File: src/rtl/corr_peak_scan.sv
// corr_peak_scan: raster-scans candidate start coordinates over a window of
// the frame. It drives each candidate to the correlation scorer, collects the
// final scores, and reports the best-scoring position when the scan is done.
module corr_peak_scan #(
  parameter int COORD_W = 13,
  parameter int SCORE_W = 32,
  parameter int SCAN_X0 = 0,
  parameter int SCAN_Y0 = 0,
  parameter int SCAN_H  = 16,
  parameter int SCAN_V  = 16,
  parameter int STEP    = 4
) (
  input  logic               iCLK,
  input  logic               iRST,
  input  logic               iStart,
  input  logic               iFinished,
  input  logic [SCORE_W-1:0] iScore,
  output logic [COORD_W-1:0] oXstart,
  output logic [COORD_W-1:0] oYstart,
  output logic               oCorrStart,
  output logic               oBusy,
  output logic               oDone,
  output logic [COORD_W-1:0] oBestX,
  output logic [COORD_W-1:0] oBestY,
  output logic [SCORE_W-1:0] oBestScore
);

  localparam int KXW = (SCAN_H > 1) ? $clog2(SCAN_H) : 1;
  localparam int KYW = (SCAN_V > 1) ? $clog2(SCAN_V) : 1;
  localparam logic [KXW-1:0] KX_LAST = KXW'(SCAN_H - 1);
  localparam logic [KYW-1:0] KY_LAST = KYW'(SCAN_V - 1);
  localparam logic [COORD_W-1:0] X0C   = COORD_W'(SCAN_X0);
  localparam logic [COORD_W-1:0] Y0C   = COORD_W'(SCAN_Y0);
  localparam logic [COORD_W-1:0] STEPC = COORD_W'(STEP);

  typedef enum logic [2:0] {
    IDLE, ISSUE, WAIT_CLR, WAIT_FIN, SAMPLE, ADVANCE, DONE
  } state_t;

  state_t         state, stateNext;
  logic [KXW-1:0] kx;
  logic [KYW-1:0] ky;
  logic           lastCand;

  assign lastCand = (kx == KX_LAST) && (ky == KY_LAST);

  // State register; reset aborts any scan in progress
  always_ff @(posedge iCLK or posedge iRST) begin
    if (iRST) state <= IDLE;
    else      state <= stateNext;
  end

  // Next-state decode and control outputs derived from the current state
  always_comb begin
    stateNext  = state;
    oCorrStart = 1'b0;
    oBusy      = 1'b0;
    oDone      = 1'b0;
    case (state)
      IDLE: begin
        if (iStart) stateNext = ISSUE;
      end
      ISSUE: begin
        oCorrStart = 1'b1;
        oBusy      = 1'b1;
        stateNext  = WAIT_CLR;
      end
      WAIT_CLR: begin
        // A flag still high from the previous candidate must drop first
        oBusy = 1'b1;
        if (!iFinished) stateNext = WAIT_FIN;
      end
      WAIT_FIN: begin
        oBusy = 1'b1;
        if (iFinished) stateNext = SAMPLE;
      end
      SAMPLE: begin
        oBusy     = 1'b1;
        stateNext = ADVANCE;
      end
      ADVANCE: begin
        oBusy     = 1'b1;
        stateNext = lastCand ? DONE : ISSUE;
      end
      DONE: begin
        oDone = 1'b1;
        if (iStart) stateNext = ISSUE;
      end
      default: stateNext = IDLE;
    endcase
  end

  // Candidate indices, candidate coordinates and best-match tracking.
  // Coordinates are stepped incrementally (modulo 2^COORD_W) and change only
  // on the edge that enters ISSUE, so they stay stable for the whole candidate.
  always_ff @(posedge iCLK or posedge iRST) begin
    if (iRST) begin
      kx         <= '0;
      ky         <= '0;
      oXstart    <= '0;
      oYstart    <= '0;
      oBestX     <= '0;
      oBestY     <= '0;
      oBestScore <= '0;
    end else begin
      case (state)
        IDLE, DONE: begin
          if (iStart) begin
            kx         <= '0;
            ky         <= '0;
            oXstart    <= X0C;
            oYstart    <= Y0C;
            oBestX     <= X0C;
            oBestY     <= Y0C;
            oBestScore <= '0;
          end
        end
        SAMPLE: begin
          // Strictly greater: ties keep the earlier candidate in raster order
          if (iScore > oBestScore) begin
            oBestScore <= iScore;
            oBestX     <= oXstart;
            oBestY     <= oYstart;
          end
        end
        ADVANCE: begin
          if (kx != KX_LAST) begin
            kx      <= kx + KXW'(1);
            oXstart <= oXstart + STEPC;
          end else if (ky != KY_LAST) begin
            kx      <= '0;
            ky      <= ky + KYW'(1);
            oXstart <= X0C;
            oYstart <= oYstart + STEPC;
          end
        end
        default: ;
      endcase
    end
  end

endmodule

File: config.mk
export PLATFORM = sky130hd
export DESIGN_NAME = corr_peak_scan
export DESIGN_NICKNAME = d
export VERILOG_FILES = /design/src/rtl/corr_peak_scan.sv
export SDC_FILE = /design/constraint.sdc
export NUM_CORES = 1
export LEC_CHECK = 0
export ABC_CLOCK_PERIOD_IN_PS = 7700
export CORE_UTILIZATION = 54
export CTS_BUF_LIST = sky130_fd_sc_hd__clkbuf_16
export DETAILED_ROUTE_END_ITERATION = 12
export GPL_ROUTABILITY_DRIVEN = 1
export PLACE_DENSITY = 0.85
export SLEW_MARGIN = 0
export SYNTH_ARGS = -nofsm -noshare
export SYNTH_HDL_FRONTEND = slang
export SYNTH_SLANG_ARGS = --single-unit
File: constraint.sdc
create_clock -name iCLK -period 7.7 [get_ports iCLK]
set_clock_uncertainty 0.05 [all_clocks]
set_input_delay 1.54 -clock iCLK [delete_from_list [all_inputs] [get_ports iCLK]]
set_output_delay 1.54 -clock iCLK [all_outputs]
set_load 0.02 [all_outputs]
== After elaboration in Yosys (flattened, before gate mapping) ==
Index checks and enable logic that the tools add are counted.

* Bits in registers: 95
* Output and inout bits: 87
* Word-level logic and storage cells: 69

* $add $sub $neg: 4
* Order comparisons: 1
* Equal/unequal tests: 17
* Mux-type cells: 29
* Reductions and logical operators: 10

{| class="wikitable"
|+ Operators by type and width
! operator !! count
|-
| one-hot mux 13 bit (2 select lines) || 4
|-
| 2-to-1 mux 13 bit || 7
|-
| 2-to-1 mux 32 bit || 2
|-
| one-hot mux 32 bit (2 select lines) || 1
|-
| greater-than comparator 32 bit || 1
|-
| adder 13 x 3 -> 13 bit, second input constant || 2
|-
| 2-to-1 mux 4 bit || 5
|-
| one-hot mux 3 bit (6 select lines) || 1
|-
| one-hot mux 4 bit (2 select lines) || 2
|-
| 2-to-1 mux 3 bit || 4
|-
| inequality test 2 bit, second input constant || 5
|-
| equality test 3 bit, second input constant || 3
|-
| AND reduction 3 bit || 3
|-
| adder 4 x 1 -> 4 bit, second input constant || 2
|-
| equality test 4 bit, second input constant || 2
|-
| inequality test 4 bit, second input constant || 2
|-
| equality test 3 x 2 -> 1 bit, second input constant || 2
|-
| OR reduction 5 bit || 1
|-
| AND reduction 4 bit || 1
|-
| nonzero test 2 bit || 2
|-
| equality test 3 x 1 -> 1 bit, second input constant || 1
|-
| logical NOT 3 bit || 1
|-
| 2-to-1 mux 1 bit || 3
|-
| inequality test 3 bit, second input constant || 1
|-
| other kinds (3) || 3
|}

== Longest topological paths before layout ==
Gate-level depths: netlist of the first run.

* Word-level depth: 4
* Depth in mapped cells: 10
* Gate-level depth less buffers: 8

== Worst setup path after synthesis of the first run ==
Ideal clock, no wire load.

* Path type: input to register
* Start point: input iScore[9]
* End point: register oBestScore[0]
* Library setup time: 0.079 ns
* Arrival time: 3.312 ns
* Path slack: 4.259 ns
* Stages on the path: 9
* Buffers on the path: 2
* Path through: ha_1 > a21o_1 > nand3_2 > a21oi_1 > or4_1 > a31oi_1 > buf_6 > buf_12 > mux2i_1

* Longest elaborated chain between the ends: 3

{| class="wikitable"
|+ RTL lines
! element !! line !! text
|-
| from (decl) || 17 || <nowiki>input logic [SCORE_W-1:0] iScore,</nowiki>
|-
| greater-than comparator 32 bit || 120 || <nowiki>if (iScore > oBestScore) begin</nowiki>
|-
| inequality test 2 bit (no source line) || n/a ||
|-
| AND reduction 3 bit (no source line) || n/a ||
|-
| to (signal assigned) || 121 || <nowiki>oBestScore <= iScore;</nowiki>
|-
| to (decl) || 25 || <nowiki>output logic [SCORE_W-1:0] oBestScore</nowiki>
|}

Every way passes these cells.
A chain may end at the register's enable or synchronous reset.

== Worst setup path in the final report of the first run ==
* Start point: input iScore[31]
* End point: register oBestScore[18]

Same word-level chain as after synthesis.

==> impl_metrics.yaml, run 1 <==
logic_synthesis:
  yosysTopAreaCellShare_pct: 43.1
  yosys-top-cells-count: "87 x dfrtp_1, 86 x inv_1, 83 x nand2_1"
  ys_seq_area_share_pct: 43.1
  synth_top_cell_by_area: "dfrtp_1"
  yosysMostFrequentCell: "dfrtp_1"
  ys_top_cells_by_area: "dfrtp_1 43%, mux2i_1 11%, ha_1 8.9%"
  synth_edf_count: 0
  synth_area_sq_mm: 0.00505
  ys_types: 51
  dominantRegCellSynth: "dfrtp_1"
  syn_area_per_cell_sq_um: 9.53
  ys_ff_latch: 87
  yosys_warnings: 0
  synthArstFlopShare_pct: 100
  syn_inst: 530
sta:
  rsz0062_at_grt: "no"
  period_share_pct: 62.3
  max_slew_margin_pct: 25.2
  drv_slew: 0
  final.setup.tns_ns: 0
  final_hold_viol_count: 0
  setup_viol: 0
  tightestPinTransition_ns: 1.12
  fmax_ghz: 0.209
  period_needed_ns: 4.80
floorplan:
  io_pins: 123
  die_y_um: 98.7
  initial_core_util_pct: 56.8
  chipWidth_um: 98.7
  num_rows: 34
  die-area_sq_mm: 0.00974
  core-area_sq_mm: 0.00889
cells_and_area:
  fin_area_sq_mm: 0.00639
  antenna_cells: 0
  regArea_sq_mm: 0.00218
  synthToLayoutAreaGrowth_pct: 26.5
  nFillCells: 622
  nNetsFinal: 710
  layout-drive-gt1-share_pct: 4.67
  multi_input_area_sq_mm: 0.00232
clock_network:
  cts.sinks: 87
  cts_setup_buffers: 0
  cts_tree: "yes"
  cts_made_buffers: 9
  insertion_delay_ns: 0.34
  ctsResizeCount: 0
  cts_buffer_depth: 2
  clk_transition_reported_paths_ns: 0.07
  root_buffer: "clkbuf_16"
  h-tree-depth: 3
  ctsHoldBuffers: 0
min_path:
  hp-class: "register to register"
setup_path:
  required_ns: 7.90
  cp_max_fo: 40
  worstPathCellList: "clkdlybuf4s50_1 -> ha_1 -> nand4_2 -> nor4_1 -> a221oi_1 -> a31oi_4 -> buf_4 -> mux2i_1"
  cp.arrival_ns: 4.99
  cp-end-kind: "register"
  critPathMaxStageDelay_ns: 0.69
  critPathKind: "input port to register"
  crit_path_start_kind: "input port"
  cp_slowest_cell: "buf_4"
pwr:
  p_clk_share_pct: 21.8
  ir_drop_mv: 0.163
  power_frac_seq_pct: 34.8
  switchingPower_uw: 746
  power.density_mw_per_mm2: 292
  swShare_pct: 40.0
  intPower_uw: 1120
  finalPower_uw: 1870
  power_frac_comb_pct: 43.4
  p_leak_uw: 0.00319
global_routing:
  grt_overflow_total: 0
  grt_max_degree: 88
  grt_pass1_wl_um: 19000
  met3_usage_pct: 3.48
  top_usage_layer: "met2"
  grt_pass1_vias: 4043
  antenna_found_initial: 0
  grt_use_met1_pct: 31.0
  grt_use_total_pct: 24.5
  met2_usage_pct: 42.8
route:
  wl_per_cell_um: 15.3
  dr_total_vias: 3995
  drc: 0
  drt_wl_total_um: 11500
  viasPerCell: 5.32
  ant_nets: 0
  dr.pass1.iters: 4
  drtIter0Drc: 169
outcome:
  status: "completed"
placement:
  dp_hpwl_um: 8280
  io_buffers: 114
  dpl_cell_area_sq_mm: 0.00612
  gp_congestion: 0.855
job:
  max_cap_viol_count: 0
==> metrics by stage <==
step | std cells | utilization [%] | hold WS (ns) | setup slack [ns]
finish | 751 | 71.9 | 0.482 | 2.90
global route | 751 | 71.9 | 0.501 | 2.77
CTS | 751 | 71.9 | 0.477 | 2.91
detailed placement | 735 | 68.8 | 0.468 | 2.62
global placement | 735 | 68.8 | 0.457 | 2.69
floorplan | 537 | - | 0.435 | 3.86
==> worst max-delay path: cells and delay by family <==
| family | cells | cell delay [ns] |
|---|---|---|
| mux | 1 | 0.29 |
| buf+inv | 2 | 1.12 |
| compound gates | 2 | 0.84 |
| fa+ha+maj | 1 | 0.34 |
| simple gates | 2 | 0.84 |
==> power groups by stage <==
stage / combinational [uW] / clock (uW) / sequential [uW]
final: 809 / 406 / 650
after detailed placement: 806 / 0 / 657
after global placement: 772 / 0 / 648
after CTS: 814 / 410 / 649
after floorplan: 465 / 0 / 722
after global routing: 884 / 428 / 666
==> placed cells by master (no fill, tap or decap), types with 3 or more instances in the layout <==
cell,netlist,routed
dfrtp_1,87,87
o21ai_0,21,21
nand3_1,8,8
nand4_1,8,8
nor2_1,27,27
mux2i_1,54,54
conb_1,1,8
xnor2_1,16,16
xor2_1,3,3
nand4_2,3,3
clkbuf_16,0,9
a21oi_1,22,22
nand2_1,83,83
ha_1,36,36
nor3_1,7,7
clkdlybuf4s50_1,0,114
clkinvlp_4,0,3
or3_1,4,4
buf_4,8,3
and3_1,4,4
inv_1,86,86
==> path summary, 6_finish.rpt <==
| kind | start | endpoint | depth (start not counted) | slack (ns) |
|---|---|---|---|---|
| min reg2reg | oBestY[6] | oBestY[6] | 2 | 0.48 |
| min | oBestY[6] | oBestY[6] | 2 | 0.48 |
| max in group asynchronous | iRST | oBestScore[27] | 3 | 5.06 |
| max | iScore[31] | oBestScore[18] | 8 | 2.90 |
| min in group asynchronous | iRST | kx[2] | 3 | 1.84 |
| max reg2reg | oBestScore[31] | oBestScore[18] | 8 | 4.14 |
==> flip-flops by register name, summed over array words and instances (netlist names) <==
register	count
oBestScore	32
oBestX	11
oBestY	11
oXstart	11
oYstart	11
kx	4
ky	4
state	3
==> logic make-up (layout without fill, tap and decap cells) <==
logic type / Yosys count / count (layout) / share of synthesized area [%]
AOI/OAI and AO/OA: 57 / 57 / 6.59
xor gates and xnor gates: 19 / 19 / 3.29
adders and majority gates: 36 / 36 / 8.92
buffers and inverters: 113 / 219 / 11.9
DFF: 87 / 87 / 43.1
muxes: 54 / 54 / 10.7
other: 1 / 8 / 0.0742
and+or+nand+nor: 163 / 163 / 15.5
==> area by class of cell <==
class / instances / area share, %
repair buffers: 117 / 18.2
clock inverters: 7 / 0.764
clock buffers: 9 / 3.52
multi-input cells: 337 / 36.2
well taps: 108 / 2.11
flip-flops and latches: 87 / 34.1
inverters: 86 / 5.07
==> routing by layer <==
layer	vias up	routed length [um]
li1	1933	-
met1	1943	5020
met2	100	5790
met3	19	459
met4	0	241
met5	-	0
(Power assumes the default switching activity.)
==> run 2: changes to the inputs <==
--- a/config.mk
+++ b/config.mk
@@ -5,12 +5,12 @@
 export SDC_FILE = /design/constraint.sdc
 export NUM_CORES = 1
 export LEC_CHECK = 0
-export ABC_CLOCK_PERIOD_IN_PS = 7700
-export CORE_UTILIZATION = 54
+export ABC_CLOCK_PERIOD_IN_PS = 4500
+export CORE_UTILIZATION = 50
 export CTS_BUF_LIST = sky130_fd_sc_hd__clkbuf_16
 export DETAILED_ROUTE_END_ITERATION = 12
 export GPL_ROUTABILITY_DRIVEN = 1
-export PLACE_DENSITY = 0.85
+export PLACE_DENSITY = 0.8
 export SLEW_MARGIN = 0
 export SYNTH_ARGS = -nofsm -noshare
 export SYNTH_HDL_FRONTEND = slang
==> constraint.sdc (replaced) <==
create_clock -name iCLK -period 4.5 [get_ports iCLK]
set_clock_uncertainty 0.05 [all_clocks]
set_input_delay 0.9 -clock iCLK [delete_from_list [all_inputs] [get_ports iCLK]]
set_output_delay 0.9 -clock iCLK [all_outputs]
set_load 0.02 [all_outputs]
==> impl_metrics.yaml, run 2 (synthesis gave the netlist of run 1 again) <==
global_routing:
  antenna_found_initial: 0
  grt_overflow_total: 0
  grt_pass1_vias: 3813
  grt_use_total_pct: 21.8
  grt_pass1_wl_um: 17800
  grt_max_degree: 61
setup_path:
  cp-end-kind: "register"
  ff2ff_path_depth: 8
  r2r_start: "oBestScore[31]"
  critPathMaxStageDelay_ns: 0.61
  cp_max_fo: 38
  cp.arrival_ns: 3.71
  critPathKind: "input port to register"
  required_ns: 4.70
  cp_slowest_cell: "nor4_1"
  crit_path_start_kind: "input port"
  worstPathCellList: "clkdlybuf4s50_1 -> ha_1 -> nand4_2 -> nor4_1 -> a221oi_1 -> a31oi_4 -> buf_4 -> mux2i_1"
  regToRegEndpoint: "oBestScore[15]"
  r2r_slack_ns: 1.60
route:
  drtIter0Drc: 151
  dr_total_vias: 3884
  viasPerCell: 4.99
  drt_wl_total_um: 11000
  ant_nets: 0
  dr.pass1.iters: 4
  drc: 0
  wl_per_cell_um: 14.1
pwr:
  ir_drop_mv: 0.285
  power.density_mw_per_mm2: 504
  swShare_pct: 38.0
  intPower_uw: 2030
  p_leak_uw: 0.00323
  power_frac_seq_pct: 34.2
  power_frac_comb_pct: 41.3
  switchingPower_uw: 1240
  p_clk_share_pct: 24.5
cells_and_area:
  regMostFlops: "oBestScore"
  layout_common_cells: "114 x clkdlybuf4s50_1, 87 x dfrtp_1, 86 x inv_1"
  final_common_cell: "clkdlybuf4s50_1"
  nNetsFinal: 712
  layout-drive-gt1-share_pct: 4.96
  synthToLayoutAreaGrowth_pct: 28.4
  largest_reg_flops: 32
  antenna_cells: 0
floorplan:
  initial_core_util_pct: 51.7
  die-area_sq_mm: 0.0105
  die_y_um: 103
  core-area_sq_mm: 0.00977
  num_rows: 36
  chipWidth_um: 103
  io_pins: 123
clock_network:
  cts_setup_buffers: 0
  cts_made_buffers: 9
  h-tree-depth: 3
  ctsResizeCount: 0
  ctsHoldBuffers: 0
  clk_transition_reported_paths_ns: 0.07
  insertion_delay_ns: 0.33
  cts_tree: "yes"
  cts_buffer_depth: 2
  cts.sinks: 87
  root_buffer: "clkbuf_16"
sta:
  tightestPinTransition_ns: 0.875
  period_share_pct: 77.9
  final.setup.tns_ns: 0
  drv_slew: 0
  max_slew_margin_pct: 41.6
  final_hold_viol_count: 0
  setup_viol: 0
  holdWs_ns: 0.475
  rsz0062_at_grt: "no"
  fmax_ghz: 0.285
  period_needed_ns: 3.51
min_path:
  min_to: "oBestX[3]"
  min_from: "oBestX[3]"
  whs_path_depth: 2
  hp-class: "register to register"
placement:
  gp_congestion: 0.799
  io_buffers: 114
  dp_hpwl_um: 8100
job:
  max_cap_viol_count: 0
outcome:
  status: "completed"
-- run 2: cell count changes in the layout (fill, tap and decap cells not counted) --
cell and change:
inv_6 -1, buf_4 +2, clkinvlp_4 -2, inv_8 +1
bufinv_16 +2
-- run 2: worst max-delay path by stage --
stage	to	cells past startpoint	slack, ns	startpoint
3_3_place_gp	oBestScore[21]	8	0.70	iScore[31]
5_1_grt	oBestScore[15]	8	0.73	iScore[31]
6_report	oBestScore[15]	8	0.99	iScore[31]
4_1_cts	oBestScore[27]	8	0.95	iScore[31]
2_1_floorplan	kx[0]	1	1.30	iRST
3_5_place_dp	oBestScore[15]	8	0.62	iScore[31]
-- run 2: through the flow --
step	setup WS, ns	total power (uW)	area, sq um	cells	util, %
2_1_floorplan	1.30	2030	5080	537	-
3_3_place_gp	0.699	2430	6160	762	63.0
3_5_place_dp	0.615	2480	6160	762	63.0
4_1_cts	0.946	3290	6480	778	66.3
5_1_grt	0.726	3480	6480	778	66.3
6_report	0.993	3270	6480	778	66.3
-- run 2: final cells by class --
| class | instances | area (sq um) |
|---|---|---|
| clock buffer | 9 | 225 |
| clock inverter | 7 | 96.3 |
| fill | 796 | 3290 |
| inverter | 86 | 324 |
| multi-input combinational | 337 | 2320 |
| sequential | 87 | 2180 |
| tap | 133 | 166 |
| timing repair buffer | 119 | 1180 |
-- run 2: layer usage --
layer  vias up  wire length (um)  GRT usage [%]
li1       1938                 -              -
met1      1846              5040           29.1
met2        85              5360           36.8
met3        15               460           2.98
met4         0               138           7.03
met5         -                 0              0
-- run 2: power by group through the flow --
stage / Clock [uW] / Sequential, uW / Combinational, uW
floorplan: 0 / 1230 / 796
global placement: 0 / 1120 / 1320
detailed placement: 0 / 1120 / 1360
CTS: 816 / 1110 / 1370
global route: 848 / 1140 / 1490
finish: 800 / 1120 / 1350
-- run 2: critical path, delay by kind of cell --
family          cells  cell delay [ns]
fa+ha+maj           1             0.34
mux                 1             0.27
buf+inv             2             0.98
compound gates      2             0.41
simple gates        2             0.78
